[config.mk]
export PLATFORM = sky130hd
export DESIGN_NAME = prom_read_arbiter
export DESIGN_NICKNAME = d
export VERILOG_FILES = /design/src/rtl/prom_read_arbiter.sv
export SDC_FILE = /design/constraint.sdc
export NUM_CORES = 1
export LEC_CHECK = 0
export BUFFER_PORTS_ARGS = -buffer_cell sky130_fd_sc_hd__buf_2
export CAP_MARGIN = 20
export CORE_ASPECT_RATIO = 0.6
export CORE_UTILIZATION = 50
export DETAILED_ROUTE_END_ITERATION = 10
export PLACE_DENSITY = 0.78
export SLEW_MARGIN = 15
export SYNTH_ARGS = -nofsm -noshare
export SYNTH_HDL_FRONTEND = slang
export SYNTH_SLANG_ARGS = --single-unit
[constraint.sdc]
create_clock -name clock -period 2.95 [get_ports clock]
set_input_delay 0 -clock clock [delete_from_list [all_inputs] [get_ports clock]]
set_output_delay 0 -clock clock [all_outputs]
set_load 0.01 [all_outputs]
[src/rtl/prom_read_arbiter.sv]
// prom_read_arbiter
// Shares one synchronous PROM between two burst-read requesters.
// A round-robin arbiter grants one burst at a time. The granted burst is
// sequenced over consecutive PROM addresses, which wrap at the top of the
// address space. Each returned word is tagged with a per-requester valid
// strobe, and done pulses on the last word.
//
// Timing of one burst (t = first BURST cycle):
//   t        : gnt, busy, rom_enable, rom_address = start
//   t+k      : rom_address = start+k (k = 0..len)
//   t+k+1    : rom_data holds word k (PROM read latency)
//   t+k+2    : rdata / rvalidN hold word k
//   t+len+2  : last word, doneN; the pointer moves to the other requester
//   t+len+3  : IDLE, busy low; the earliest next grant is t+len+4
module prom_read_arbiter #(
    parameter int ADDR_W = 4,
    parameter int DATA_W = 4,
    parameter int LEN_W  = 3
) (
    input  logic              clock,
    input  logic              reset,
    input  logic              req0,
    input  logic [ADDR_W-1:0] addr0,
    input  logic [LEN_W-1:0]  len0,
    input  logic              req1,
    input  logic [ADDR_W-1:0] addr1,
    input  logic [LEN_W-1:0]  len1,
    output logic              gnt0,
    output logic              gnt1,
    output logic              rvalid0,
    output logic              rvalid1,
    output logic [DATA_W-1:0] rdata,
    output logic              done0,
    output logic              done1,
    output logic              busy,
    output logic              rom_enable,
    output logic [ADDR_W-1:0] rom_address,
    input  logic [DATA_W-1:0] rom_data
);

    typedef enum logic [1:0] {
        IDLE  = 2'd0,
        BURST = 2'd1,
        DRAIN = 2'd2
    } state_t;

    state_t            state, state_nx;

    // ptr: requester favoured when both request at once.
    // owner: requester holding the current burst.
    logic              ptr, ptr_nx;
    logic              owner, owner_nx;

    // Addresses still to issue after the one currently on rom_address.
    logic [LEN_W-1:0]  remaining, remaining_nx;

    logic              rom_enable_nx;
    logic [ADDR_W-1:0] rom_address_nx;
    logic              gnt0_nx, gnt1_nx;
    logic              busy_nx;

    // Requester that would win a grant this cycle.
    logic              win;

    // The address on rom_address this cycle is the last one of the burst.
    logic              last_issue;

    // Return pipeline: a read was issued last cycle, so rom_data is valid
    // now. rd_last marks that this word is the last one of the burst.
    logic              rd_pend;
    logic              rd_last;

    // A lone requester wins outright; on contention the pointer decides.
    assign win        = (req0 && req1) ? ptr : req1;
    assign last_issue = (state == BURST) && (remaining == '0);

    // Register FSM state, arbitration state and the issue-side outputs.
    // NOTE: every state-holding assignment in an always_ff is non-blocking,
    // so all registers update together from values of the same cycle.
    always_ff @(posedge clock or posedge reset) begin
        if (reset) begin
            state       <= IDLE;
            ptr         <= 1'b0;
            owner       <= 1'b0;
            remaining   <= '0;
            rom_enable  <= 1'b0;
            rom_address <= '0;
            gnt0        <= 1'b0;
            gnt1        <= 1'b0;
            busy        <= 1'b0;
        end else begin
            state       <= state_nx;
            ptr         <= ptr_nx;
            owner       <= owner_nx;
            remaining   <= remaining_nx;
            rom_enable  <= rom_enable_nx;
            rom_address <= rom_address_nx;
            gnt0        <= gnt0_nx;
            gnt1        <= gnt1_nx;
            busy        <= busy_nx;
        end
    end

    // Next state, arbitration and next values of the registered outputs.
    // NOTE: every signal gets a default before the case statement, so no
    // path leaves one unassigned and no latch is inferred.
    always_comb begin
        state_nx       = state;
        ptr_nx         = ptr;
        owner_nx       = owner;
        remaining_nx   = remaining;
        rom_enable_nx  = 1'b0;
        rom_address_nx = rom_address;
        gnt0_nx        = 1'b0;
        gnt1_nx        = 1'b0;

        // The pointer moves on the same edge that registers done.
        if (rd_last) begin
            ptr_nx = ~owner;
        end

        case (state)
            IDLE: begin
                // Requests are sampled only here, so a req raised while busy
                // waits until the arbiter is idle again.
                if (req0 || req1) begin
                    owner_nx       = win;
                    rom_address_nx = win ? addr1 : addr0;
                    remaining_nx   = win ? len1 : len0;
                    rom_enable_nx  = 1'b1;
                    gnt0_nx        = ~win;
                    gnt1_nx        = win;
                    state_nx       = BURST;
                end
            end
            BURST: begin
                if (remaining == '0) begin
                    // The final address is on the bus now. Stop issuing and
                    // hold the address while the pipeline drains.
                    state_nx = DRAIN;
                end else begin
                    rom_enable_nx  = 1'b1;
                    rom_address_nx = rom_address + ADDR_W'(1);
                    remaining_nx   = remaining - LEN_W'(1);
                end
            end
            DRAIN: begin
                // Leave once done is on the outputs. busy stays high through
                // the done cycle, and the next IDLE cycle separates bursts.
                if (done0 || done1) begin
                    state_nx = IDLE;
                end
            end
            default: begin
                state_nx = IDLE;
            end
        endcase

        busy_nx = (state_nx != IDLE);
    end

    // Return path: register PROM data toward the requester that owns the burst.
    always_ff @(posedge clock or posedge reset) begin
        if (reset) begin
            rd_pend <= 1'b0;
            rd_last <= 1'b0;
            rvalid0 <= 1'b0;
            rvalid1 <= 1'b0;
            done0   <= 1'b0;
            done1   <= 1'b0;
            rdata   <= '0;
        end else begin
            rd_pend <= rom_enable;
            rd_last <= last_issue;
            rvalid0 <= rd_pend && !owner;
            rvalid1 <= rd_pend && owner;
            done0   <= rd_last && !owner;
            done1   <= rd_last && owner;
            if (rd_pend) begin
                rdata <= rom_data;
            end
        end
    end

endmodule

==> qor.csv <==
metric,value,unit
die span in x,64.0,um
Setup TNS,0,ps
CTS root buffer,clkbuf_8,
n_diodes,0,
vias in the first global route,762,
number of synthesized register bits,25,
GR Overflow Total,0,
Hold EP,remaining[2],
Worst-Margin Slew,920,ps
Routed WL,2400,um
per-cell routed wire length,13.9,um
slowest CP cell,a211oi_4,
final setup vio count,0,
Syn Inst Count,99,
RSZ-0062 raised after global routing,false,
largest net degree at the start of global routing,26,
Worst Skew,1.53,ps
I/O Buffers,37,
Post-CTS Setup Repair Bufs,0,
critical path launch point type,flip-flop,
asr flop ratio synth,1.00,
DR DRC count,0,
CP max FO,6,
sequential share of the synthesized area,0.542,
chip height,39.2,um
Initial DRC Count,45,
WP data arrival,1830,ps
Max IR drop VDD,482,uV
Avg Inst Size Synth,11.7,sq um
via count,892,
Final Wtd Congestion,0.869,
CTS tree,done,
Synth-to-Final Area Change,25.5,%
pwr dens,1010,nW/um^2
Worst Path Required,3110,ps
placed inst area,1350,sq um
R2R Path Start,remaining[0],
final instance area,1450,sq um
Num CTS Buffers,3,
clock sink count,25,
Fill cells,173,
fin crit period,1670,ps
Yosys Warn Count,0,
Post-synth EDFFs,0,
fmax,598,MHz
Max-cap violations,0,
Sw Pwr,0.575,mW
crit end category,flip-flop,
post-synth top area share,0.542,
Global Route Usage Sum,0.212,
"setup slack, reg-to-reg",1280,ps
Syn Nets,124,
max-slew violations,0,
Gate power share,0.434,
Placement Rows,13,
period utilization,0.567,
post-route ant nets,0,
clk buf depth,2,
Cell variety after synth,36,
Starting Density,0.533,
nets,168,
die footprint,2510,sq um
initial antenna violation count,0,
IO Pins,38,
crit path cell chain,inv_1 -> ha_1 -> nor2b_4 -> a211oi_4 -> o21ai_2 -> a211o_1,
Pleak,0.726,nW
r2r worst-path depth,6,
final hold violations,0,
Clock Pin Slew Worst Setup and Hold Paths,80,ps
synthesized area,1150,sq um
worst hold path type,in2reg,
first-pass GRT wire length,3710,um
dpl hpwl,1760,um
drt via density,5.19,
Synth area leaders,"dfrtp_1 54%, mux2i_1 5.2%, mux2_2 3.9%",
layout cells sized above 1,0.352,
Sequential Power Share,0.428,
Hold Startpoint,len1[2],
Sw Ratio,0.395,
cell taking the most area after synthesis,dfrtp_1,
Worst R2R End,rom_address[2],
# H-tree levels,1,
Worst-Skew Late Latency,270,ps
Core Area,2160,sq um
Buf/Inv on CP,1,
outcome,"complete, no violations",
Clk pwr share,0.139,
Critical Path Max Stage Delay,390,ps
DR pass1 iterations,6,
"delay-heaviest family, CP",compound AO/OA/AOI/OAI gates,
internal power,0.881,mW
Slew headroom,0.386,
ys flop type,dfrtp_1,
Hold Crit Depth,3,
crit path kind,reg2reg,
## layer usage
metal	GRT usage	up-vias	share of wire
met5	0	-	0
met4	0.0341	0	0.0042
met3	0.0706	3	0.071
met2	0.332	33	0.43
met1	0.291	414	0.50
li1	-	442	-
## flip-flops by register name (all words and copies together) (netlist names)
register and flops:
gnt1 1, done0 1, owner 1, busy 1
rom_address 4, rd_pend 1, rvalid0 1, ptr 1
rvalid1 1, remaining 3, gnt0 1, done1 1
state 2, rd_last 1, rom_enable 1, rdata 4
## final cells by class
type | instances | area [sq um] | share of cell area
inverters | 5 | 18.8 | 0.0130
well taps | 30 | 37.5 | 0.0259
repair buffers | 42 | 235 | 0.162
multi-input cells | 66 | 485 | 0.335
flip-flops and latches | 25 | 626 | 0.432
clock buffers | 4 | 45.0 | 0.0311
## cell usage in the layout, fill, tap and decap left out, drive strengths merged, types with 2 or more instances in the layout
| cell | instances |
|---|---|
| o21ai | 4 |
| clkbuf | 4 |
| nor2 | 6 |
| dfrtp | 25 |
| nor2b | 4 |
| dlygate4sd3 | 5 |
| nand3 | 3 |
| nor3 | 4 |
| o221ai | 2 |
| a21oi | 6 |
| inv | 5 |
| and2 | 2 |
| nand2 | 5 |
| ha | 3 |
| buf | 37 |
| a211oi | 3 |
| nand2b | 2 |
| mux2i | 6 |
| mux2 | 4 |
## through the flow
stage,std cells,power [mW],util,hold WS [ps],setup WS [ps]
3_3_place_gp,163,1.23,0.625,232,1360
6_report,172,1.46,0.669,13.9,1280
2_1_floorplan,99,1.06,-,27.3,1420
3_5_place_dp,163,1.25,0.625,235,1280
4_1_cts,172,1.46,0.669,18.4,1270
5_1_grt,172,1.56,0.669,14.1,1210
## worst reg2reg max path, stage by stage, from the launching register on
cell,delay (ps)
dfrtp_1,330
inv_1,70
ha_1,240
nor2b_4,160
a211oi_4,390
o21ai_2,90
a211o_1,300
## cells by family after synthesis
kind of cell,Yosys count,synth area share
buf+inv,8,0.0369
fa+ha+maj,3,0.0325
compound gates,22,0.143
simple gates,31,0.154
mux,10,0.0911
flops,25,0.542
## power by group through the flow
stage	clock network, mW	logic [mW]	registers, mW
after detailed placement	0	0.630	0.624
final	0.202	0.632	0.623
after CTS	0.201	0.636	0.619
after floorplan	0	0.448	0.615
after global routing	0.220	0.701	0.642
after global placement	0	0.614	0.618
## worst max-delay path by stage
stage / end / cells after the start / startpoint / slack, ps
5_1_grt: rom_address[2] / 6 / remaining[0] / 1210
3_5_place_dp: rom_address[2] / 6 / remaining[0] / 1280
6_report: rom_address[2] / 6 / remaining[0] / 1280
2_1_floorplan: rom_address[2] / 6 / remaining[0] / 1420
3_3_place_gp: rom_address[2] / 6 / remaining[0] / 1360
4_1_cts: rom_address[2] / 6 / remaining[0] / 1270
## cell usage after synthesis (all sizes together), types with 2 or more instances
library cell	instances
dfrtp	25
a21oi	6
mux2i	6
nor2	6
inv	5
nand2	5
mux2	4
nor2b	4
nor3	4
o21ai	4
a211oi	3
buf	3
ha	3
nand3	3
and2	2
nand2b	2
o221ai	2
## repair_timing
action                                  4_1_cts  5_1_grt
endpoints found under the hold margin        29        0
resized for setup                             0        0
hold buffers                                  5        0
endpoints found under the setup margin        0        0
Note: power is estimated with default switching activity, not from simulation.
